**src/rtl/cpu_defs_pkg.sv**
```systemverilog
// Shared CPU definitions: instruction/PC widths, reset PC and fetch FSM encodings.
package cpu_defs_pkg;

  localparam int unsigned InstW   = 37;
  localparam int unsigned PcW     = 8;
  localparam int unsigned ResetPc = 0;

  typedef enum logic [1:0] {
    StIdle   = 2'd0,
    StRun    = 2'd1,
    StHalted = 2'd2
  } fetch_state_e;

endpackage

```
**src/rtl/fetch_buf.sv**
```systemverilog
// Two-entry FIFO of {pc, instruction} between the ROM response and decode.
// Head outputs read as zero while the buffer is empty.
module fetch_buf
  import cpu_defs_pkg::*;
#(
  parameter int unsigned DataW = InstW,
  parameter int unsigned AddrW = PcW
) (
  input  logic             clk_i,
  input  logic             rst_i,
  input  logic             flush_i,
  input  logic             push_i,
  input  logic [AddrW-1:0] push_pc_i,
  input  logic [DataW-1:0] push_data_i,
  input  logic             pop_i,
  output logic [1:0]       count_o,
  output logic             head_valid_o,
  output logic [AddrW-1:0] head_pc_o,
  output logic [DataW-1:0] head_data_o
);

  logic [AddrW-1:0] pc_q   [2];
  logic [DataW-1:0] data_q [2];
  logic             wr_ptr_q, wr_ptr_d;
  logic             rd_ptr_q, rd_ptr_d;
  logic [1:0]       count_q, count_d;
  logic             do_push, do_pop;

  // Pointer and occupancy update; flush overrides any push/pop.
  always_comb begin
    do_pop   = pop_i & (count_q != 2'd0);
    do_push  = push_i & ((count_q != 2'd2) | do_pop);
    wr_ptr_d = wr_ptr_q;
    rd_ptr_d = rd_ptr_q;
    count_d  = count_q;
    if (flush_i) begin
      wr_ptr_d = 1'b0;
      rd_ptr_d = 1'b0;
      count_d  = 2'd0;
    end else begin
      if (do_push) wr_ptr_d = ~wr_ptr_q;
      if (do_pop)  rd_ptr_d = ~rd_ptr_q;
      count_d = count_q + {1'b0, do_push} - {1'b0, do_pop};
    end
  end

  // Pointer and count registers.
  always_ff @(posedge clk_i) begin
    if (rst_i) begin
      wr_ptr_q <= 1'b0;
      rd_ptr_q <= 1'b0;
      count_q  <= 2'd0;
    end else begin
      wr_ptr_q <= wr_ptr_d;
      rd_ptr_q <= rd_ptr_d;
      count_q  <= count_d;
    end
  end

  // Entry storage, written at the tail on push.
  always_ff @(posedge clk_i) begin
    if (rst_i) begin
      for (int i = 0; i < 2; i++) begin
        pc_q[i]   <= '0;
        data_q[i] <= '0;
      end
    end else if (do_push && !flush_i) begin
      pc_q[wr_ptr_q]   <= push_pc_i;
      data_q[wr_ptr_q] <= push_data_i;
    end
  end

  // Head view toward decode.
  always_comb begin
    count_o      = count_q;
    head_valid_o = (count_q != 2'd0);
    head_pc_o    = head_valid_o ? pc_q[rd_ptr_q] : '0;
    head_data_o  = head_valid_o ? data_q[rd_ptr_q] : '0;
  end

endmodule

```
**src/rtl/inst_fetch.sv**
```systemverilog
// Instruction fetch stage: issues ROM reads, buffers responses, hands {pc, inst} to decode.
// Optional FETCH_STATS_EN adds saturating handshake and stall counters.
module inst_fetch
  import cpu_defs_pkg::*;
#(
  parameter int unsigned DataW   = InstW,
  parameter int unsigned AddrW   = PcW,
  parameter int unsigned ResetPcP = ResetPc
) (
  input  logic             clk_i,
  input  logic             rst_i,
  input  logic             start_i,
  input  logic             halt_req_i,
  input  logic             redirect_valid_i,
  input  logic [AddrW-1:0] redirect_pc_i,
  output logic             rom_read_o,
  output logic             rom_enable_o,
  output logic [AddrW-1:0] rom_address_o,
  input  logic [DataW-1:0] rom_dout_i,
  output logic             inst_valid_o,
  input  logic             inst_ready_i,
  output logic [DataW-1:0] inst_data_o,
  output logic [AddrW-1:0] inst_pc_o,
`ifdef FETCH_STATS_EN
  output logic [15:0]      fetch_count_o,
  output logic [15:0]      stall_count_o,
`endif
  output logic             busy_o
);

  fetch_state_e     state_q, state_d;
  logic [AddrW-1:0] pc_q, pc_d;
  logic [AddrW-1:0] issue_pc_q;
  logic             inflight_q;
  logic [1:0]       count;
  logic             pop, push, issue;
  logic [2:0]       occ_after;

  // A pop this cycle frees a slot, which keeps back-to-back issue going at 1/cycle.
  assign pop       = inst_valid_o & inst_ready_i;
  assign push      = inflight_q & ~redirect_valid_i;
  assign occ_after = {1'b0, count} + {2'b0, inflight_q} - {2'b0, pop};
  assign issue     = (state_q == StRun) & ~halt_req_i & ~redirect_valid_i & (occ_after < 3'd2);

  // FSM state register.
  always_ff @(posedge clk_i) begin
    if (rst_i) state_q <= StIdle;
    else       state_q <= state_d;
  end

  // FSM next state; halt_req beats start.
  always_comb begin
    state_d = state_q;
    unique case (state_q)
      StIdle:   if (start_i && !halt_req_i) state_d = StRun;
      StRun:    if (halt_req_i) state_d = StHalted;
      StHalted: if (start_i && !halt_req_i) state_d = StRun;
      default:  state_d = StIdle;
    endcase
  end

  // FSM outputs: ROM strobes and busy.
  always_comb begin
    rom_read_o    = issue;
    rom_enable_o  = issue;
    rom_address_o = pc_q;
    busy_o        = (state_q == StRun) | inflight_q | (count != 2'd0);
  end

  // PC next state; redirect takes priority over sequential advance.
  always_comb begin
    pc_d = pc_q;
    if (redirect_valid_i) pc_d = redirect_pc_i;
    else if (issue)       pc_d = pc_q + 1'b1;
  end

  // PC, in-flight flag and the address tag of the in-flight request.
  always_ff @(posedge clk_i) begin
    if (rst_i) begin
      pc_q       <= AddrW'(ResetPcP);
      inflight_q <= 1'b0;
      issue_pc_q <= '0;
    end else begin
      pc_q       <= pc_d;
      inflight_q <= issue;
      if (issue) issue_pc_q <= pc_q;
    end
  end

  fetch_buf #(
    .DataW (DataW),
    .AddrW (AddrW)
  ) u_fetch_buf (
    .clk_i        (clk_i),
    .rst_i        (rst_i),
    .flush_i      (redirect_valid_i),
    .push_i       (push),
    .push_pc_i    (issue_pc_q),
    .push_data_i  (rom_dout_i),
    .pop_i        (pop),
    .count_o      (count),
    .head_valid_o (inst_valid_o),
    .head_pc_o    (inst_pc_o),
    .head_data_o  (inst_data_o)
  );

`ifdef FETCH_STATS_EN
  logic [15:0] fetch_cnt_q, stall_cnt_q;

  // Saturating handshake and stall counters.
  always_ff @(posedge clk_i) begin
    if (rst_i) begin
      fetch_cnt_q <= '0;
      stall_cnt_q <= '0;
    end else begin
      if (pop && fetch_cnt_q != 16'hFFFF) fetch_cnt_q <= fetch_cnt_q + 16'd1;
      if (inst_valid_o && !inst_ready_i && stall_cnt_q != 16'hFFFF) begin
        stall_cnt_q <= stall_cnt_q + 16'd1;
      end
    end
  end

  assign fetch_count_o = fetch_cnt_q;
  assign stall_count_o = stall_cnt_q;
`endif

endmodule

```
**config.mk**
```make
export PLATFORM = sky130hd
export DESIGN_NAME = inst_fetch
export DESIGN_NICKNAME = d
export VERILOG_FILES = /design/src/rtl/cpu_defs_pkg.sv /design/src/rtl/fetch_buf.sv /design/src/rtl/inst_fetch.sv
export SDC_FILE = /design/constraint.sdc
export NUM_CORES = 1
export LEC_CHECK = 0
export CELL_PAD_IN_SITES_DETAIL_PLACEMENT = 1
export CELL_PAD_IN_SITES_GLOBAL_PLACEMENT = 1
export CORE_ASPECT_RATIO = 1.75
export CORE_MARGIN = 8
export CORE_UTILIZATION = 41
export DETAILED_ROUTE_END_ITERATION = 8
export GPL_ROUTABILITY_DRIVEN = 0
export PLACE_DENSITY_LB_ADDON = 0.1
export SKIP_CTS_REPAIR_TIMING = 1
export SYNTH_ARGS = -nofsm -noshare
export SYNTH_HDL_FRONTEND = slang
export SYNTH_SLANG_ARGS = --single-unit
```
**constraint.sdc**
```tcl
create_clock -name clk_i -period 3.55 [get_ports clk_i]
set_clock_uncertainty 0.15 [all_clocks]
set_input_delay 0.71 -clock clk_i [delete_from_list [all_inputs] [get_ports clk_i]]
set_output_delay 0.71 -clock clk_i [all_outputs]
set_load 0.05 [all_outputs]
```
==> impl_metrics.json <==
{
  "status": "completed",
  "intPower_w": 0.00275,
  "vdd_ir_drop_max_uv": 375,
  "routed_via_density": 4.89,
  "clock-sinks": 114,
  "max_stage_delay_ns": 0.48,
  "vias": 3523,
  "port_buffers": 107,
  "hp-start": "issue_pc_q[1]$_SDFFE_PP0P_",
  "path_buf_inv": 3,
  "dp_cells": 683,
  "drv_cap": 0,
  "endpoint_kind": "output pin",
  "antenna_left": 0,
  "wl_per_cell_um": 17.5,
  "num_io_pins": 108,
  "clk_pin_slew_ns": 0.05,
  "rrSetupSlack_ns": 0.56,
  "worstPathArrival_ns": 2.65,
  "seq_area_frac_synth_pct": 61.8,
  "p_leak_nw": 2.54,
  "cts_tree": "built",
  "min_path_cells": 2,
  "grt-ovfl-total": 0,
  "finalHoldViolations": 0,
  "ys_ff_latch": 114,
  "antenna_cells": 0,
  "layout-drive-gt1-share_pct": 12.0,
  "nets": 595,
  "clock_path_buffers": 2,
  "power_frac_seq_pct": 43.5,
  "num_rows": 54,
  "synth_cell_type_count": 35,
  "clkPwrFrac_pct": 50.9,
  "crit_family": "simple AND/OR/NAND/NOR gates",
  "whs_endpoint": "issue_pc_q[1]$_SDFFE_PP0P_",
  "grt_pass1_vias": 4019,
  "syn_nets": 477,
  "dieArea_sq_um": 16500,
  "comb_power_share_pct": 5.6,
  "r2r_start": "u_fetch_buf.count_o[0]$_SDFF_PP0_",
  "fin_crit_sh_pct": 98.9,
  "fmax_mhz": 285,
  "avgSynthCellArea_sq_um": 12.2,
  "rsz0062_at_grt": "yes",
  "cts_root_buf": "clkbuf_16",
  "use_met2_pct": 31.6,
  "drt_iter0_drc": 94,
  "grt_max_degree": 46,
  "critPathLaunchType": "flop",
  "critPathRequiredTime_ns": 2.69,
  "crit_path_cell_trace": "nor2_4 -> clkinvlp_4 -> and2_4 -> ha_4 -> nand2b_4 -> fa_1 -> nand4bb_1 -> nor3_4 -> buf_12 -> buf_12",
  "min_period_ns": 3.51,
  "numCtsBuffers": 17,
  "hpwl_mm": 8.44,
  "core_area_sq_um": 12400,
  "initial_core_util_pct": 41.7,
  "grt_use_total_pct": 16.0,
  "crit_path_frequent_cell": "buf_12",
  "fill_cells": 1267,
  "hold_class": "flop to flop",
  "relSlewSlack_pct": 59.5,
  "grt_pass1_wl_mm": 20.1,
  "total_power_w": 0.00345,
  "die_h_um": 164,
  "worstPathMaxFanout": 4,
  "netlist_area_sq_um": 5150,
  "multi_input_area_sq_um": 1870,
  "dr.pass1.iters": 4,
  "wirelength_mm": 12.6,
  "crit_type": "flop to output pin",
  "finalSetupViolations": 0,
  "synth_cells": 421,
  "die_w_um": 101,
  "ctsHtreeMaxLevel": 4,
  "grtUsageMet1_pct": 14.7,
  "gr-usage-met3_pct": 5.14,
  "grt_antenna_before_repair": 0,
  "rr_endpoint": "rom_address_o[5]$_SDFFE_PP0P_",
  "top_usage_layer": "met2",
  "power.switching_w": 0.000707,
  "clk_latency_ns": 0.40,
  "slew_viol_final": 0,
  "p_per_area_nw_per_um2": 480,
  "ys.warnings.count": 0,
  "seqCellArea_sq_um": 3190,
  "r2r_cells": 12,
  "area_growth_pct": 39.6,
  "sw_frac_of_total_pct": 20.5,
  "crit_slowest_cell": "fa_1",
  "layout.cells.non_filler": 720,
  "worst_pin_slew_ns": 0.606,
  "drc": 0
}
## cell type report
type                       instances  share of cell area [%]
clock buffer                      19                    6.02
clock inverter                    13                    2.57
sequential                       114                    44.4
inverter                           9                   0.522
timing repair buffer             124                    17.6
tap                              168                    2.92
multi-input combinational        273                    26.0
## per-stage QoR
step	area (sq um)	utilization, %	setup slack [ns]	setup TNS, ns	hold slack [ns]
6_report	7190	58.2	0.0392	0	0.360
5_1_grt	7190	58.2	-0.0788	-0.155	0.401
4_1_cts	7130	57.6	-0.254	-0.508	0.368
3_5_place_dp	6510	52.6	-0.251	-0.501	0.353
3_3_place_gp	6510	52.6	-0.194	-0.387	0.329
2_1_floorplan	5210	-	-0.0643	-0.0643	0.316
## cell usage after synthesis
master | count | area, sq um
a211oi_1 | 2 | 15.0
a21o_1 | 2 | 15.0
a21oi_1 | 6 | 30.0
a22oi_1 | 1 | 7.51
a311oi_1 | 1 | 8.76
and2_1 | 94 | 588
buf_2 | 6 | 30.0
buf_4 | 2 | 15.0
clkbuf_1 | 17 | 63.8
dfxtp_1 | 24 | 480
edfxtp_1 | 90 | 2700
fa_1 | 1 | 20.0
ha_1 | 4 | 50.1
inv_1 | 9 | 33.8
mux2i_1 | 53 | 531
nand2_1 | 1 | 3.75
nand2b_1 | 1 | 6.26
nand3_1 | 3 | 15.0
nand3b_1 | 2 | 15.0
nand4_1 | 3 | 18.8
nand4bb_1 | 1 | 11.3
nor2_1 | 64 | 240
nor2_2 | 3 | 18.8
nor3_1 | 7 | 35.0
nor3b_1 | 2 | 15.0
nor4_1 | 2 | 12.5
nor4_2 | 1 | 12.5
o21ai_0 | 1 | 5.00
o21ai_1 | 1 | 5.00
o21bai_1 | 4 | 30.0
or2_2 | 1 | 6.26
or3_1 | 1 | 6.26
xnor2_1 | 9 | 78.8
xor2_1 | 1 | 8.76
xor2_2 | 1 | 16.3
## cells by family after synthesis
group                    Yosys count  share of synthesized area (%)
AND/OR/NAND/NOR                  186                           19.5
flip-flops                       114                           61.8
XOR/XNOR                          11                           2.02
buffers and inverters             34                           2.77
multiplexers                      53                           10.3
AO/OA/AOI/OAI                     18                           2.26
adder cells (fa/ha/maj)            5                           1.36
## registers in the layout (all words and copies together) (netlist names), named ones only
signal	flops
u_fetch_buf.wr_ptr_q	1
u_fetch_buf.pc_q	16
state_q	2
inflight_q	1
u_fetch_buf.count_o	2
issue_pc_q	8
rom_address_o	8
u_fetch_buf.data_q	74
u_fetch_buf.rd_ptr_q	1
## power groups by stage
stage / combinational [W] / clock (W) / sequential, W
after CTS: 0.000195 / 0.00179 / 0.00150
after detailed placement: 0.000194 / 0 / 0.00153
after global placement: 0.000189 / 0 / 0.00153
after global routing: 0.000208 / 0.00185 / 0.00151
after floorplan: 0.0000677 / 0 / 0.00155
final: 0.000192 / 0.00176 / 0.00150
## worst max path at each step
stage          depth (start not counted)                               from           end  slack [ns]
3_5_place_dp                           9                       inst_ready_i  rom_enable_o       -0.25
5_1_grt                               10  u_fetch_buf.count_o[0]$_SDFF_PP0_  rom_enable_o       -0.08
3_3_place_gp                           9                       inst_ready_i  rom_enable_o       -0.19
2_1_floorplan                         11  u_fetch_buf.count_o[1]$_SDFF_PP0_    rom_read_o       -0.06
6_report                              10  u_fetch_buf.count_o[0]$_SDFF_PP0_  rom_enable_o        0.04
4_1_cts                                9                       inst_ready_i  rom_enable_o       -0.25
## cells in the final DEF, fill, tap and decap left out, types with 8 or more instances in the layout
| cell | n |
|---|---|
| clkdlybuf4s50_1 | 103 |
| and2_1 | 93 |
| edfxtp_1 | 90 |
| nor2_1 | 64 |
| mux2i_1 | 53 |
| dfxtp_1 | 21 |
| clkbuf_16 | 17 |
| buf_4 | 14 |
| xnor2_1 | 9 |
| inv_1 | 8 |
## worst reg2reg max path, stage by stage (launching register included)
cell        delay [ns]
dfxtp_4           0.36
nor2_4            0.14
clkinvlp_4        0.11
and2_4            0.15
ha_4              0.20
nand2b_4          0.13
fa_1              0.48
nand4bb_1         0.18
buf_4             0.19
buf_4             0.16
nor4_1            0.36
xnor2_1           0.16
a21oi_1           0.09
## metal layers
layer,routed length (um),up-vias
met5,0,-
met4,146,0
met3,616,11
met2,7380,81
met1,4480,1742
li1,-,1689
Power figures use the tool's default switching activity.
